File: src/rtl/uart_baud_gen_pkg.sv
// ============================================================================
// Module      : uart_baud_gen_pkg
// Description : Shared constants and types for the UART baud-rate generator
//               and the UART CSR block that programs it.
// Revision    : 1.0 - initial release
// ============================================================================
`default_nettype none

package uart_baud_gen_pkg;

  // Field widths of the configuration as seen by the CSR block
  localparam int DIV_W  = 16;
  localparam int FRAC_W = 4;
  localparam int OSR_W  = 5;

  // Configuration active out of reset (326 clks per oversample tick, x16)
  localparam int DEF_DIV  = 326;
  localparam int DEF_FRAC = 0;
  localparam int DEF_OSR  = 16;

  // Smallest legal divisor and oversampling ratio; smaller offers are dropped
  localparam int MIN_DIV = 2;
  localparam int MIN_OSR = 4;

  // Configuration record as laid out in the CSR block
  typedef struct packed {
    logic [DIV_W-1:0]  div;
    logic [FRAC_W-1:0] frac;
    logic [OSR_W-1:0]  osr;
  } baud_cfg_t;

  // Occupancy of the staging register between the CSR port and the active set
  typedef enum logic [0:0] {
    SHADOW_EMPTY = 1'b0,
    SHADOW_FULL  = 1'b1
  } shadow_state_t;

endpackage

`default_nettype wire

File: src/rtl/uart_baud_gen_frac_div.sv
// ============================================================================
// Module      : baud_frac_div
// Description : Fractional clock divider producing the oversample tick.
//               Each period lasts div + carry clocks, where carry is the
//               overflow of a phase accumulator advanced by frac per tick.
// Revision    : 1.0 - initial release
// ============================================================================
`default_nettype none

module baud_frac_div #(
  parameter int DIV_W  = 16,
  parameter int FRAC_W = 4
) (
  input  logic              clk,
  input  logic              reset_n,
  input  logic              en,
  input  logic              clear,
  input  logic [DIV_W-1:0]  div,
  input  logic [FRAC_W-1:0] frac,
  output logic              os_tick,
  output logic              tick_nxt,
  output logic              wrap
);

  import uart_baud_gen_pkg::*;

  // The period needs one extra bit: div = 2^DIV_W-1 plus a carry is legal
  localparam int              PW        = DIV_W + 1;
  localparam logic [PW-1:0]   c_per_one = PW'(1);

  logic [DIV_W-1:0]  r_cnt;
  logic [FRAC_W-1:0] r_acc;
  logic              r_carry;
  logic              r_tick;

  logic [PW-1:0]     w_period;
  logic [PW-1:0]     w_last_cnt;
  logic [PW-1:0]     w_cnt_inc;
  logic              w_at_last;
  logic [FRAC_W:0]   w_acc_sum;

  assign w_period   = {1'b0, div} + {{DIV_W{1'b0}}, r_carry};
  assign w_last_cnt = w_period - c_per_one;
  assign w_cnt_inc  = {1'b0, r_cnt} + c_per_one;
  assign w_at_last  = ({1'b0, r_cnt} == w_last_cnt);
  assign w_acc_sum  = {1'b0, r_acc} + {1'b0, frac};

  // The tick flop is loaded one cycle ahead so it is high exactly while
  // cnt sits on period-1; a period of at least 2 means the cycle right
  // after a wrap can never be a tick cycle.
  assign tick_nxt = en & ~clear & ~w_at_last & (w_cnt_inc == w_last_cnt);
  assign wrap     = en & ~clear & w_at_last;
  assign os_tick  = r_tick;

  // Period counter, phase accumulator and registered oversample tick
  always_ff @(posedge clk) begin
    if (!reset_n) begin
      r_cnt   <= '0;
      r_acc   <= '0;
      r_carry <= 1'b0;
      r_tick  <= 1'b0;
    end else if (clear) begin
      r_cnt   <= '0;
      r_acc   <= '0;
      r_carry <= 1'b0;
      r_tick  <= 1'b0;
    end else if (en) begin
      r_tick <= tick_nxt;
      if (w_at_last) begin
        r_cnt              <= '0;
        {r_carry, r_acc}   <= w_acc_sum;
      end else begin
        r_cnt <= w_cnt_inc[DIV_W-1:0];
      end
    end else begin
      r_tick <= 1'b0;
    end
  end

endmodule

`default_nettype wire

File: src/rtl/uart_baud_gen.sv
// ============================================================================
// Module      : uart_baud_gen
// Description : Runtime-programmable UART baud-rate generator. Produces the
//               oversample tick from a fractional divisor plus bit-rate and
//               mid-bit ticks from a programmable oversampling ratio. New
//               configurations are staged and applied on a bit boundary.
// Revision    : 1.0 - initial release
// ============================================================================
`default_nettype none

module uart_baud_gen #(
  parameter int DIV_W    = 16,
  parameter int FRAC_W   = 4,
  parameter int OSR_W    = 5,
  parameter int DEF_DIV  = uart_baud_gen_pkg::DEF_DIV,
  parameter int DEF_FRAC = uart_baud_gen_pkg::DEF_FRAC,
  parameter int DEF_OSR  = uart_baud_gen_pkg::DEF_OSR
) (
  input  logic              clk,
  input  logic              reset_n,
  input  logic              en,
  input  logic              restart,
  input  logic              cfg_valid,
  output logic              cfg_ready,
  input  logic [DIV_W-1:0]  cfg_div,
  input  logic [FRAC_W-1:0] cfg_frac,
  input  logic [OSR_W-1:0]  cfg_osr,
  output logic              cfg_err,
  output logic              os_tick,
  output logic              bit_tick,
  output logic              mid_tick
);

  import uart_baud_gen_pkg::*;

  localparam logic [DIV_W-1:0]  c_def_div  = DIV_W'(DEF_DIV);
  localparam logic [FRAC_W-1:0] c_def_frac = FRAC_W'(DEF_FRAC);
  localparam logic [OSR_W-1:0]  c_def_osr  = OSR_W'(DEF_OSR);
  localparam logic [DIV_W-1:0]  c_min_div  = DIV_W'(MIN_DIV);
  localparam logic [OSR_W-1:0]  c_min_osr  = OSR_W'(MIN_OSR);
  localparam logic [OSR_W-1:0]  c_osr_one  = OSR_W'(1);

  // Active configuration driving the dividers
  logic [DIV_W-1:0]  r_act_div;
  logic [FRAC_W-1:0] r_act_frac;
  logic [OSR_W-1:0]  r_act_osr;

  // Staged configuration waiting for a bit boundary
  logic [DIV_W-1:0]  r_shd_div;
  logic [FRAC_W-1:0] r_shd_frac;
  logic [OSR_W-1:0]  r_shd_osr;
  shadow_state_t     r_shd_state;

  logic              r_cfg_ready;
  logic              r_cfg_err;
  logic [OSR_W-1:0]  r_os_cnt;
  logic              r_bit_tick;
  logic              r_mid_tick;

  logic              w_take;
  logic              w_legal;
  logic              w_apply;
  logic              w_restart;
  logic              w_clear;
  logic              w_os_tick_nxt;
  logic              w_os_wrap;
  logic [OSR_W-1:0]  w_osr_last;
  logic [OSR_W-1:0]  w_osr_mid;

  assign w_take    = cfg_valid & r_cfg_ready;
  assign w_legal   = (cfg_div >= c_min_div) & (cfg_osr >= c_min_osr);
  // While running, a staged config only lands at the end of a bit so the
  // receiver never sees a bit stretched or shortened by a rate change.
  assign w_apply   = (r_shd_state == SHADOW_FULL) & (~en | r_bit_tick);
  assign w_restart = restart & en;
  assign w_clear   = w_restart | w_apply;

  assign w_osr_last = r_act_osr - c_osr_one;
  assign w_osr_mid  = (r_act_osr >> 1) - c_osr_one;

  assign cfg_ready = r_cfg_ready;
  assign cfg_err   = r_cfg_err;
  assign bit_tick  = r_bit_tick;
  assign mid_tick  = r_mid_tick;

  baud_frac_div #(
    .DIV_W  (DIV_W),
    .FRAC_W (FRAC_W)
  ) u_frac_div (
    .clk      (clk),
    .reset_n  (reset_n),
    .en       (en),
    .clear    (w_clear),
    .div      (r_act_div),
    .frac     (r_act_frac),
    .os_tick  (os_tick),
    .tick_nxt (w_os_tick_nxt),
    .wrap     (w_os_wrap)
  );

  // Oversample counter; advances when the oversample period rolls over
  always_ff @(posedge clk) begin
    if (!reset_n) begin
      r_os_cnt <= '0;
    end else if (w_clear) begin
      r_os_cnt <= '0;
    end else if (w_os_wrap) begin
      r_os_cnt <= (r_os_cnt == w_osr_last) ? '0 : r_os_cnt + c_osr_one;
    end
  end

  // Bit and mid-bit ticks, registered alongside the oversample tick
  always_ff @(posedge clk) begin
    if (!reset_n) begin
      r_bit_tick <= 1'b0;
      r_mid_tick <= 1'b0;
    end else begin
      r_bit_tick <= w_os_tick_nxt & (r_os_cnt == w_osr_last);
      r_mid_tick <= w_os_tick_nxt & (r_os_cnt == w_osr_mid);
    end
  end

  // Config handshake: validate, stage in the shadow, then apply
  always_ff @(posedge clk) begin
    if (!reset_n) begin
      r_shd_state <= SHADOW_EMPTY;
      r_cfg_ready <= 1'b1;
      r_cfg_err   <= 1'b0;
      r_act_div   <= c_def_div;
      r_act_frac  <= c_def_frac;
      r_act_osr   <= c_def_osr;
      r_shd_div   <= c_def_div;
      r_shd_frac  <= c_def_frac;
      r_shd_osr   <= c_def_osr;
    end else begin
      r_cfg_err <= w_take & ~w_legal;
      case (r_shd_state)
        SHADOW_EMPTY: begin
          if (w_take && w_legal) begin
            r_shd_div   <= cfg_div;
            r_shd_frac  <= cfg_frac;
            r_shd_osr   <= cfg_osr;
            r_shd_state <= SHADOW_FULL;
            r_cfg_ready <= 1'b0;
          end
        end
        SHADOW_FULL: begin
          if (w_apply) begin
            r_act_div   <= r_shd_div;
            r_act_frac  <= r_shd_frac;
            r_act_osr   <= r_shd_osr;
            r_shd_state <= SHADOW_EMPTY;
            r_cfg_ready <= 1'b1;
          end
        end
        default: begin
          r_shd_state <= SHADOW_EMPTY;
          r_cfg_ready <= 1'b1;
        end
      endcase
    end
  end

endmodule

`default_nettype wire

File: config.mk
export PLATFORM = sky130hd
export DESIGN_NAME = uart_baud_gen
export DESIGN_NICKNAME = d
export VERILOG_FILES = /design/src/rtl/uart_baud_gen_pkg.sv /design/src/rtl/uart_baud_gen_frac_div.sv /design/src/rtl/uart_baud_gen.sv
export SDC_FILE = /design/constraint.sdc
export NUM_CORES = 1
export LEC_CHECK = 0
export ABC_AREA = 1
export ABC_CLOCK_PERIOD_IN_PS = 2900
export CORE_MARGIN = 2
export CORE_UTILIZATION = 52
export CTS_BUF_LIST = sky130_fd_sc_hd__clkbuf_4 sky130_fd_sc_hd__clkbuf_8 sky130_fd_sc_hd__clkbuf_16
export DETAILED_ROUTE_END_ITERATION = 8
export PLACE_DENSITY_LB_ADDON = 0.08
export REMOVE_ABC_BUFFERS = 1
export SYNTH_ARGS = -nofsm -noshare
export SYNTH_HDL_FRONTEND = slang
export SYNTH_HIERARCHICAL = 1
export SYNTH_SLANG_ARGS = --single-unit
File: constraint.sdc
create_clock -name clk -period 2.9 [get_ports clk]
set_clock_uncertainty 0.05 [all_clocks]
set_input_delay 0.58 -clock clk [delete_from_list [all_inputs] [get_ports clk]]
set_output_delay 0.58 -clock clk [all_outputs]
set_load 0.05 [all_outputs]
---- Word level (Yosys, flattened, before mapping) ----
Cells that the tools add are included.
word-level totals
  logic and storage cells ................. 65
  input port bits ......................... 30
  output and inout port bits .............. 5
  bits in registers ....................... 82
operators by class
  add/subtract/negate cells ............... 7
  eq/ne operators ......................... 6
  magnitude comparators ................... 2
  reduce and logical (&&, ||, !) cells .... 7
  muxes and demuxes ....................... 8
  bitwise operators ....................... 19
operators by type and width
  operator                                               count
  adder 16 x 1 -> 17 bit                                 1
  adder 16 x 1 -> 17 bit (second input constant)         1
  == test 16 x 17 -> 1 bit                               1
  == test 17 bit                                         1
  subtractor 17 x 1 -> 17 bit (second input constant)    1
  >= comparator 16 x 2 -> 1 bit (second input constant)  1
  2-to-1 mux 16 bit                                      1
  AND 1 bit                                              11
  == test 5 bit                                          2
  AND reduction 2 bit                                    4
  NOT 1 bit                                              6
  adder 4 x 4 -> 5 bit                                   1
  adder 5 x 1 -> 5 bit (second input constant)           1
  >= comparator 5 x 3 -> 1 bit (second input constant)   1
  2-to-1 mux 5 bit                                       1
  subtractor 4 x 1 -> 5 bit (second input constant)      1
  subtractor 5 x 1 -> 5 bit (second input constant)      1
  2-to-1 mux 1 bit                                       4
  one-hot mux 1 bit (2 select lines)                     2
  OR reduction 3 bit                                     1
  != test 2 x 1 -> 1 bit (second input constant)         1
  != test 2 bit (second input constant)                  1
  OR 1 bit                                               2
  OR reduction 2 bit                                     1
  logical AND 1 bit                                      1

---- Logic depth before layout (Yosys ltp) ----
  word-level depth ........................ 9
  mapped depth ............................ 21

---- Modules after synthesis ----
Netlist, hierarchy kept.
by module, submodules not included
  module         cells an instance  seq. area each (µm²)  times used  area an instance (µm²)
  uart_baud_gen  366                1,201.2               1           2,591.2
  baud_frac_div  446                440.4                 1           2,488.6

---- Worst setup path after synthesis ----
Ideal clock, no wire load.
  kind .................................... reg-to-reg
  start ................................... reg u_frac_div.r_carry
  end ..................................... reg r_os_cnt[4]
  arrival ................................. 2.752 ns
  buffers on the path ..................... 0
  setup time .............................. 0.116 ns
  stages on the path, launching flop included .. 16
  path slack .............................. -0.018 ns
  path through ............................ dfxtp_1 inv_1 ha_1 ha_1 nand2_2 o21ai_0 nand2_1 nand2_1 nand2_1 nor2_1 nand3_1 nor4_1 nand2_1 nor3_1 xor2_1 nor2_1
between the ends
  cells in the longest elaborated chain, start to end .. 4
RTL lines
  element                      RTL line                      RTL
  start, declared              uart_baud_gen_frac_div.sv:33  logic r_carry;
  start signal, assigned       uart_baud_gen_frac_div.sv:71  {r_carry, r_acc} <= w_acc_sum;
  adder 16 x 1 -> 17 bit       uart_baud_gen_frac_div.sv:42  assign w_period = {1'b0, div} + {{DIV_W{1'b0}}, r_carry};
  subtractor 17 x 1 -> 17 bit  uart_baud_gen_frac_div.sv:43  assign w_last_cnt = w_period - c_per_one;
  == test 16 x 17 -> 1 bit     uart_baud_gen_frac_div.sv:45  assign w_at_last = ({1'b0, r_cnt} == w_last_cnt);
  AND 1 bit                    uart_baud_gen_frac_div.sv:52  assign wrap = en & ~clear & w_at_last;
  via w_os_wrap                uart_baud_gen.sv:66           logic w_os_wrap;
  end signal, assigned         uart_baud_gen.sv:108          r_os_cnt <= (r_os_cnt == w_osr_last) ? '0 : r_os_cnt + c_osr_one;
  end, declared                uart_baud_gen.sv:56           logic [OSR_W-1:0] r_os_cnt;
The timed path passes the listed nets, and every way through them passes these cells.
A chain may end at the register's enable or synchronous reset.

---- Worst setup path in the final report ----
  start ................................... reg u_frac_div.r_cnt[2]
  end ..................................... reg r_mid_tick, in the netlist mid_tick
between the ends
  cells in the longest elaborated chain, start to end .. 5
RTL lines
  element                                                         RTL line                      RTL
  start, declared                                                 uart_baud_gen_frac_div.sv:31  logic [DIV_W-1:0] r_cnt;
  start signal, assigned                                          uart_baud_gen_frac_div.sv:73  r_cnt <= w_cnt_inc[DIV_W-1:0];
  branches (longest 3 deep; another with adder 16 x 1 -> 17 bit)  n/a
  AND 1 bit (*)                                                   uart_baud_gen_frac_div.sv:51  assign tick_nxt = en & ~clear & ~w_at_last & (w_cnt_inc == w_last_cnt);
  via w_os_tick_nxt                                               uart_baud_gen.sv:65           logic w_os_tick_nxt;
  AND 1 bit (*)                                                   uart_baud_gen.sv:119          r_mid_tick <= w_os_tick_nxt & (r_os_cnt == w_osr_mid);
  end signal, assigned                                            uart_baud_gen.sv:119
  end, declared                                                   uart_baud_gen.sv:58           logic r_mid_tick;
Mark *: on every way through the listed nets, which the timed path passes.

==> flow_summary.yaml <==
timing:
  max_slew_margin_pct: 60.9
  period_needed_ns: 2.66
  fin_setup_tns_ns: 0
  rsz0062_at_grt: "no"
  tightest_slew_ns: 0.585
  final_max_slew_viol_count: 0
  clock.fmax_mhz: 377
  final_hold_viol_count: 0
  setup_violations: 0
  timing.final.crit_share_pct: 91.6
worst_setup_path:
  cp_data_arrival_time_ns: 2.90
  critPathBufInv: 1
  critPathMaxStageDelay_ns: 0.47
  crit_path_end_kind: "flip-flop"
  reg2reg_depth: 15
  startpoint_type: "flip-flop"
  path_cells: "nand3_2, nor2_2, nand2_1, nor2_2, xor2_1, nor2_1, a21oi_1, nand2_1, nor2_1, nand3_1, inv_1, nand3_1, a21oi_2, nand3_1, nor3_2"
  rr_endpoint: "mid_tick"
  crit_fanout: 6
  r2r_start: "u_frac_div/r_cnt[2]"
  crit_top_cell: "nand3_1"
  regToRegSetupSlack_ns: 0.24
  worstSetupPathType: "flip-flop to flip-flop"
  crit_family: "simple AND/OR/NAND/NOR gates"
  worst_path_max_delay_cell: "dfxtp_1"
  required_ns: 3.14
route:
  ant_nets: 0
  wl_per_cell_um: 12.4
  drtPass1Iterations: 5
  drcViolationCount: 0
  wl_mm: 12.3
  drt_iter0_markers: 247
  avgViaCountPerCell: 4.94
  vias: 4878
global_route:
  grt_max_degree: 40
  grt_use_total_pct: 24.4
  antenna_found_initial: 0
  gr-total-overflow: 0
  grt_pass1_vias: 4353
  grt_pass1_wl_mm: 20.3
layout:
  syn2layout_area_growth_pct: 15.5
  layout_common_cells: "nand2_1, nor2_1, inv_1, dfxtp_1, nand3_1"
  fin_util_pct: 60.9
  drive_gt1_share_pct: 8.67
  n_antenna_cell: 0
  final_cells: 987
  fin_nets: 891
  layout_commonest_cell: "nand2_1"
  design_area_um2: 5870
place:
  gp_congestion: 0.978
  place_area_um2: 5560
  io_buffer_count: 34
  placed_cells: 971
  dp_hpwl_mm: 9.45
power_and_ir_drop:
  p_leak_nw: 2.80
  total_power_mw: 2.74
  p_per_area_nw_per_um2: 467
  irDropWorstVdd_uv: 264
clock_tree:
  ctsRootBufferMaster: "clkbuf_8"
  cts_htree_levels: 3
  numCtsBuffers: 9
  cts_tree: "done"
  clk_pin_slew_ns: 0.09
  clock_sinks: 82
  clkLatencyLatePin_ns: 0.36
  post-cts-setup-buffers: 0
  cts_buffer_depth: 2
synthesis:
  ys_seq_elements: 82
  netlist_area_um2: 5080
  avgSynthCellArea_um2: 6.26
  yosysUniqueCellTypes: 39
  yosysWarnings: 6
  synth.largest_area_cell: "dfxtp_1"
  syn_inst: 812
  synth_seq_area_share_pct: 32.3
  synth_top_area_share_pct: 32.3
  synthTopCellsByArea: "dfxtp_1, nand2_1, nor2_1"
floorplanning:
  initial_core_util_pct: 52.7
  dieHeight_um: 103
  core_um2: 9640
  std_cell_rows: 36
  io_pins: 35
  die_w_um: 103
  dieArea_um2: 10600
hold_path:
  whs_path_depth: 2
  hp-class: "flip-flop to flip-flop"
  min_to: "r_act_div[14]"
  min-delay-start: "r_shd_div[14]"
status:
  status: "finished clean"
job:
  cap_violations: 0
==> metrics by stage <==
stage | setup WS [ns] | hold slack (ns)
5_1_grt | 0.00967 | 0.423
6_report | 0.244 | 0.401
3_3_place_gp | 0.0179 | 0.388
4_1_cts | 0.0245 | 0.399
2_1_floorplan | -0.0180 | 0.379
3_5_place_dp | -0.0549 | 0.393
==> how the worst max path moves through the flow <==
stage / start / endpoint / slack, ns / depth (start not counted)
CTS: u_frac_div/r_cnt[0] / mid_tick / 0.02 / 19
floorplan: u_frac_div/r_carry / r_os_cnt[4] / -0.02 / 15
global route: u_frac_div/r_carry / r_os_cnt[2] / 0.01 / 19
finish: u_frac_div/r_cnt[2] / mid_tick / 0.24 / 15
detailed placement: en / mid_tick / -0.05 / 21
global placement: en / mid_tick / 0.02 / 21
==> layout make-up <==
| cell class | count | area [um^2] |
|---|---|---|
| Clock inverter | 3 | 68.8 |
| Fill cell | 966 | 3770 |
| Tap cell | 133 | 166 |
| Multi-Input combinational cell | 607 | 2980 |
| Timing Repair Buffer | 47 | 450 |
| Sequential cell | 82 | 1650 |
| Inverter | 102 | 383 |
| Clock buffer | 13 | 179 |
==> synth_stat cells <==
cell type / number
a211oi_1: 1
a21boi_0: 1
a21boi_1: 1
a21oi_1: 37
and2_1: 1
and3_1: 1
buf_2: 5
buf_4: 1
buf_6: 6
clkbuf_1: 9
dfxtp_1: 82
fa_1: 1
ha_1: 11
inv_1: 101
inv_2: 1
mux2i_1: 1
nand2_1: 242
nand2_2: 10
nand2_4: 1
nand3_1: 73
nand3_2: 3
nand3_4: 1
nand3b_1: 2
nand4_1: 7
nand4_4: 1
nor2_1: 129
nor2_2: 10
nor2_4: 1
nor2_8: 1
nor3_1: 4
nor3_4: 1
nor4_1: 3
o211ai_1: 1
o21ai_0: 31
o21ai_1: 1
o21ai_2: 1
or2_2: 2
xnor2_1: 10
xor2_1: 17
==> repair_timing <==
action | 4_1_cts | 5_1_grt
hold endpoints to repair | 0 | 0
resized for setup | 0 | 17
hold buffers | 0 | 0
setup endpoints to repair | 0 | 6
==> cells by family after synthesis <==
| logic type | count (synthesis) | synth area share (%) |
|---|---|---|
| fa+ha+maj | 12 | 3.10 |
| xor+xnor | 27 | 4.66 |
| buf+inv | 123 | 10.2 |
| compound gates | 74 | 7.56 |
| simple gates | 493 | 42.0 |
| flops | 82 | 32.3 |
| mux | 1 | 0.197 |
==> worst register-to-register path, stage by stage, from the launching register on <==
cell and delay, ns:
dfxtp_1 0.47, nand3_2 0.18, nor2_2 0.23, nand2_1 0.13, nor2_2 0.18, xor2_1 0.26
nor2_1 0.07, a21oi_1 0.13, nand2_1 0.13, nor2_1 0.13, nand3_1 0.11, inv_1 0.11
nand3_1 0.10, a21oi_2 0.12, nand3_1 0.09, nor3_2 0.11
==> power by group <==
part           total [mW]  internal (mW)  switching (mW)  leakage, nW
Sequential           1.24           1.19          0.0459        0.671
Clock                1.01          0.581           0.429        0.126
Combinational       0.491          0.190           0.302         2.00
==> routing by layer <==
layer  share of wire, %  GRT usage, %
met1                 49          35.0
met2                 45          37.7
met3                4.5          2.98
met4                1.6          9.11
met5                  0             0
==> flip-flops by register name, summed over array words and instances, names as in the netlist <==
| signal | count |
|---|---|
| bit_tick | 1 |
| cfg_err | 1 |
| cfg_ready | 1 |
| mid_tick | 1 |
| r_act_div | 16 |
| r_act_frac | 4 |
| r_act_osr | 5 |
| r_os_cnt | 5 |
| r_shd_div | 16 |
| r_shd_frac | 4 |
| r_shd_osr | 5 |
| r_shd_state | 1 |
| u_frac_div/os_tick | 1 |
| u_frac_div/r_acc | 4 |
| u_frac_div/r_carry | 1 |
| u_frac_div/r_cnt | 16 |
(Power assumes the default switching activity.)
==> RTL edit 1: new RTL, same settings <==
`OSR_W` is set to 5 in 2 places; all go to 10.
--- a/src/rtl/uart_baud_gen_pkg.sv
+++ b/src/rtl/uart_baud_gen_pkg.sv
@@ -13,3 +13,3 @@
   localparam int FRAC_W = 4;
-  localparam int OSR_W  = 5;
+  localparam int OSR_W  = 10;
 
--- a/src/rtl/uart_baud_gen.sv
+++ b/src/rtl/uart_baud_gen.sv
@@ -13,3 +13,3 @@
   parameter int FRAC_W   = 4,
-  parameter int OSR_W    = 5,
+  parameter int OSR_W    = 10,
   parameter int DEF_DIV  = uart_baud_gen_pkg::DEF_DIV,
Ports: changed (resized cfg_osr); port bits go from 35 to 40. No check against the original RTL was run, so the function may have changed too.
==> RTL edit 1 against the unedited design <==
- routed wire length grew 32%
- hold slack lost 0.72 ps
- total power grew 19%
- synthesized cell count increased by 13%
- setup slack worse by 190 ps
- design area is 28% higher
- global-route usage increased by 2.0 points
- area after synthesis up 19%
- sequential cell count is 15 higher
==> RTL edit 1: results (changes against the unedited design) <==
| Metric | Value |
|---|---|
| Compound-Gate Fraction of Synth Area | 10.0% (+2.5 points) |
| Via-to-Cell Ratio | 5.20 (+5.1%) |
| Max stage delay on crit path | 340 ps (-130 ps) |
| Vias in the first global route | 5610 (+29%) |
| Netlist cell types | 47 (+21%) |
| Synth Area in Adders | 2.40% (-0.70 points) |
| Global-route wire length before repair | 26600 µm (+31%) |
| Final WL | 16200 µm (+32%) |
| Worst path slowest cell | dfxtp_2 |
| XOR/XNOR Fraction of Synth Area | 7.50% (+2.8 points) |
| Worst VDD drop | 0.337 mV (+28%) |
| Largest net degree at the start of global routing | 34 (-15%) |
| Final nets | 1049 (+18%) |
| Slew @ Worst Pin | 574 ps (-10.8 ps) |
| Commonest cells in the netlist | nand2_1, inv_1, nor2_1 |
| Yosys warns | 6 (unchanged) |
| Post-synthesis sequential area ratio | 32.2% (-0.15 points) |
| Switching share of total power | 30.3% (+1.9 points) |
| Clock slew at reported path FFs | 70 ps (-20 ps) |
| Async S/R FF share, synth | 0% (unchanged) |
| GRT Overall Usage | 26.5% (+2.0 points) |
| Root Buffer | clkbuf_16 |
| Initial DRC count | 415 (+68%) |
| Multiplexer share of the synthesized area | 0% (-0.20 points) |
| CTS H-tree lvls | 3 (unchanged) |
| Post-DP HPWL | 12200 µm (+29%) |
| Status | complete, no violations |
| RePlAce Congestion | 0.927 (-5.2%) |
| Fraction of layout cells with a size suffix above 1 | 21.7% (+13 points) |
| Ranking of synthesized cells by area | dfxtp_1, nand2_1, nand3_1 |
| Lkg Pwr | 3.31 nW (+18%) |
| Most common flop cell mapped by yosys | dfxtp_1 |
| I/O Buffers | 39 (+15%) |
| Critical path arrival | 3050 ps (+150 ps) |
| CP max FO | 3 (-3) |
| Worst slack, placed | -464 ps (-410 ps) |
==> RTL edit 1: power groups by stage <==
stage	sequential [mW]	combinational, mW	clock [mW]
finish	1.45	0.631	1.17
global route	1.46	0.698	1.24
CTS	1.45	0.602	1.19
detailed placement	1.48	0.588	0
global placement	1.48	0.575	0
floorplan	1.47	0.364	0
==> RTL edit 1: stage by stage <==
stage          cells  utilization [%]  hold slack, ps  area (µm²)
2_1_floorplan    892                -             379        5900
3_3_place_gp    1128             60.5             387        6880
3_5_place_dp    1128             60.5             397        6880
4_1_cts         1150             64.1             403        7290
5_1_grt         1151             66.2             422        7520
6_report        1151             66.2             400        7520
==> RTL edit 1: layer usage <==
metal / up-vias / share of wire [%] / GRT usage (%)
met4: 0 / 2.3 / 9.96
met3: 24 / 5.7 / 3.59
met1: 2717 / 48 / 36.8
met2: 165 / 44 / 41.9
li1: 3075 / - / -
met5: - / 0 / 0
==> RTL edit 1: cell type report <==
cell class	instances	area, µm²
fillers	1026	3850
clock inverters	6	48.8
well taps	143	179
flip-flops and latches	97	1950
clock buffers	10	239
multi-input cells	685	3820
repair buffers	100	875
inverters	110	418
==> RTL edit 1: worst min-delay path, stage by stage (launching register included) <==
cell and delay (ps):
dfxtp_1 300, inv_1 60, a21oi_1 60
==> RTL edit 1: worst paths after layout <==
check / startpoint / end / slack [ps] / depth (start not counted)
max reg2reg: u_frac_div/r_carry / r_os_cnt[9] / 50 / 21
min reg2reg: r_shd_div[0] / r_act_div[0] / 400 / 2
min: r_shd_div[0] / r_act_div[0] / 400 / 2
max: u_frac_div/r_carry / r_os_cnt[9] / 50 / 21
==> RTL edit 1: kinds of logic after synthesis <==
kind of cell               count (synthesis)
buffers and inverters                    137
xor gates and xnor gates                  50
and+or+nand+nor                          507
DFF                                       97
AOI/OAI and AO/OA                        117
adders and majority gates                 11
==> RTL edit 1: timing repair <==
action,4_1_cts,5_1_grt
buffers inserted,6,3
endpoints found under the setup margin,5,12
pin swaps,21,32
resized for setup,23,67
==> RTL edit 2: new RTL, same settings <==
Without the edit above. Remove the register `r_cfg_err`: a continuous assignment takes its place, so the output `cfg_err` follows one clock earlier.
--- a/src/rtl/uart_baud_gen.sv
+++ b/src/rtl/uart_baud_gen.sv
@@ -127,3 +127,2 @@
       r_cfg_ready <= 1'b1;
-      r_cfg_err   <= 1'b0;
       r_act_div   <= c_def_div;
@@ -135,3 +134,2 @@
     end else begin
-      r_cfg_err <= w_take & ~w_legal;
       case (r_shd_state)
@@ -163,2 +161,4 @@
 
+  assign r_cfg_err = w_take & ~w_legal;
+
 endmodule
Check against the original RTL: not equivalent (Yosys sat finds a counterexample within 4 cycles, from zero or initial values and one cycle with reset_n low).
==> RTL edit 2 against the unedited design <==
- routed wire length rose by 2.9%
- sequential cell count fell by 1
- design area rose by 0.55%
- area after synthesis fell by 0.99%
- total power fell by 5.6%
- setup slack got worse by 59 ps
- utilization rose by 2.4 points
==> RTL edit 2: results (changes against the unedited design) <==
| Metric | Value |
|---|---|
| Status | complete, no violations |
| Final period util | 93.6% (+2.0 points) |
| HP Class | reg2reg |
| Final nets | 898 (+0.79%) |
| Fill count | 905 (-6.3%) |
| Commonest cells in the netlist | nand2_1, nor2_1, inv_1 |
| DP Area | 0.00560 mm² (+0.58%) |
| Final WL | 12600 µm (+2.9%) |
| Lkg Pwr | 2.82 nW (+0.67%) |
| FF/Latch Area | 0.00162 mm² (-1.4%) |
| Vias in the first global route | 4579 (+5.2%) |
| Synthesized instance count | 805 (-0.86%) |
| Max stage delay on crit path | 320 ps (-150 ps) |
| Resize count post-CTS | 1 (+1) |
| Inverters | 95 (-6.9%) |
| TritonCTS Buffers | 9 (unchanged) |
| Critical path arrival | 2920 ps (+20 ps) |
| Worst Setup SP | r_act_div[0] |
| Clock network area share | 3.60% (-0.62 points) |
| RePlAce Congestion | 0.976 (-0.15%) |
| Multi-input gate share of the layout cell area | 51.0% (+0.27 points) |
| Multi-In Gates | 610 (+0.49%) |
| Post-synthesis sequential area ratio | 32.2% (-0.076 points) |
| # clk buffers | 10 (-3) |
| Ranking of synthesized cells by area | dfxtp_1, nand2_1, nor2_1 |
| Worst VDD drop | 0.264 mV (+0.29%) |
| DR vias | 5039 (+3.3%) |
| Worst slack, placed | -60.4 ps (-5.47 ps) |
| WHS | 397 ps (-3.62 ps) |
| Global-route wire length before repair | 21100 µm (+4.1%) |
| Worst setup endpoint | r_os_cnt[4] |
| R2R cell count | 18 (+3) |
| HP Start | r_shd_div[3] |
| Biggest regs | r_act_div x16, r_shd_div x16, u_frac_div/r_cnt x16 |
| Largest net degree at the start of global routing | 45 (+13%) |
| Non-clock buffers, area share | 9.16% (+1.5 points) |
| Post-DP HPWL | 9630 µm (+1.9%) |
| FFs & Latches | 81 (-1.2%) |
| GRT Overall Usage | 25.3% (+0.85 points) |
| Initial DRC count | 235 (-4.9%) |
| WHS Endpoint | r_act_div[3] |
| Synthesized area per cell | 6.25 µm² (-0.12%) |
| Slew @ Worst Pin | 497 ps (-88.2 ps) |
| Placed insts | 971 (unchanged) |
| R2r setup slk | 190 ps (-60 ps) |
| Top-count cell post-synth | nand2_1 |
| Non-clock buffers | 59 (+26%) |
| Netlist cell types | 37 (-5.1%) |
| Most common flop cell mapped by yosys | dfxtp_1 |
RTL edit 2: cell families after synthesis:
| family | Yosys count | synth area share [%] |
|---|---|---|
| xor gates and xnor gates | 26 | 4.53 |
| muxes | 1 | 0.199 |
| and+or+nand+nor | 492 | 42.6 |
| adders and majority gates | 12 | 3.13 |
| DFF | 81 | 32.2 |
| buffers and inverters | 114 | 9.30 |
| AOI/OAI and AO/OA | 79 | 7.96 |
RTL edit 2: worst reg2reg max path, delay by kind of cell (launching register included):
family / cells / cell delay [ps]
flops: 1 / 320
buf+inv: 2 / 270
fa+ha+maj: 2 / 320
simple gates: 13 / 1520
xor+xnor: 1 / 140
RTL edit 2: routing by layer:
metal  wire (µm)  track usage (%)  vias to the layer above
met5           0                0                        -
met4         277             9.13                        0
met3         615             3.97                       21
met2        5630             40.1                      130
met1        6130             34.9                     2252
li1            -                -                     2636
RTL edit 2: power by group:
group	switching, mW	internal (mW)	total (mW)
Clock	0.424	0.490	0.914
Sequential	0.0394	1.17	1.21
Combinational	0.281	0.178	0.460
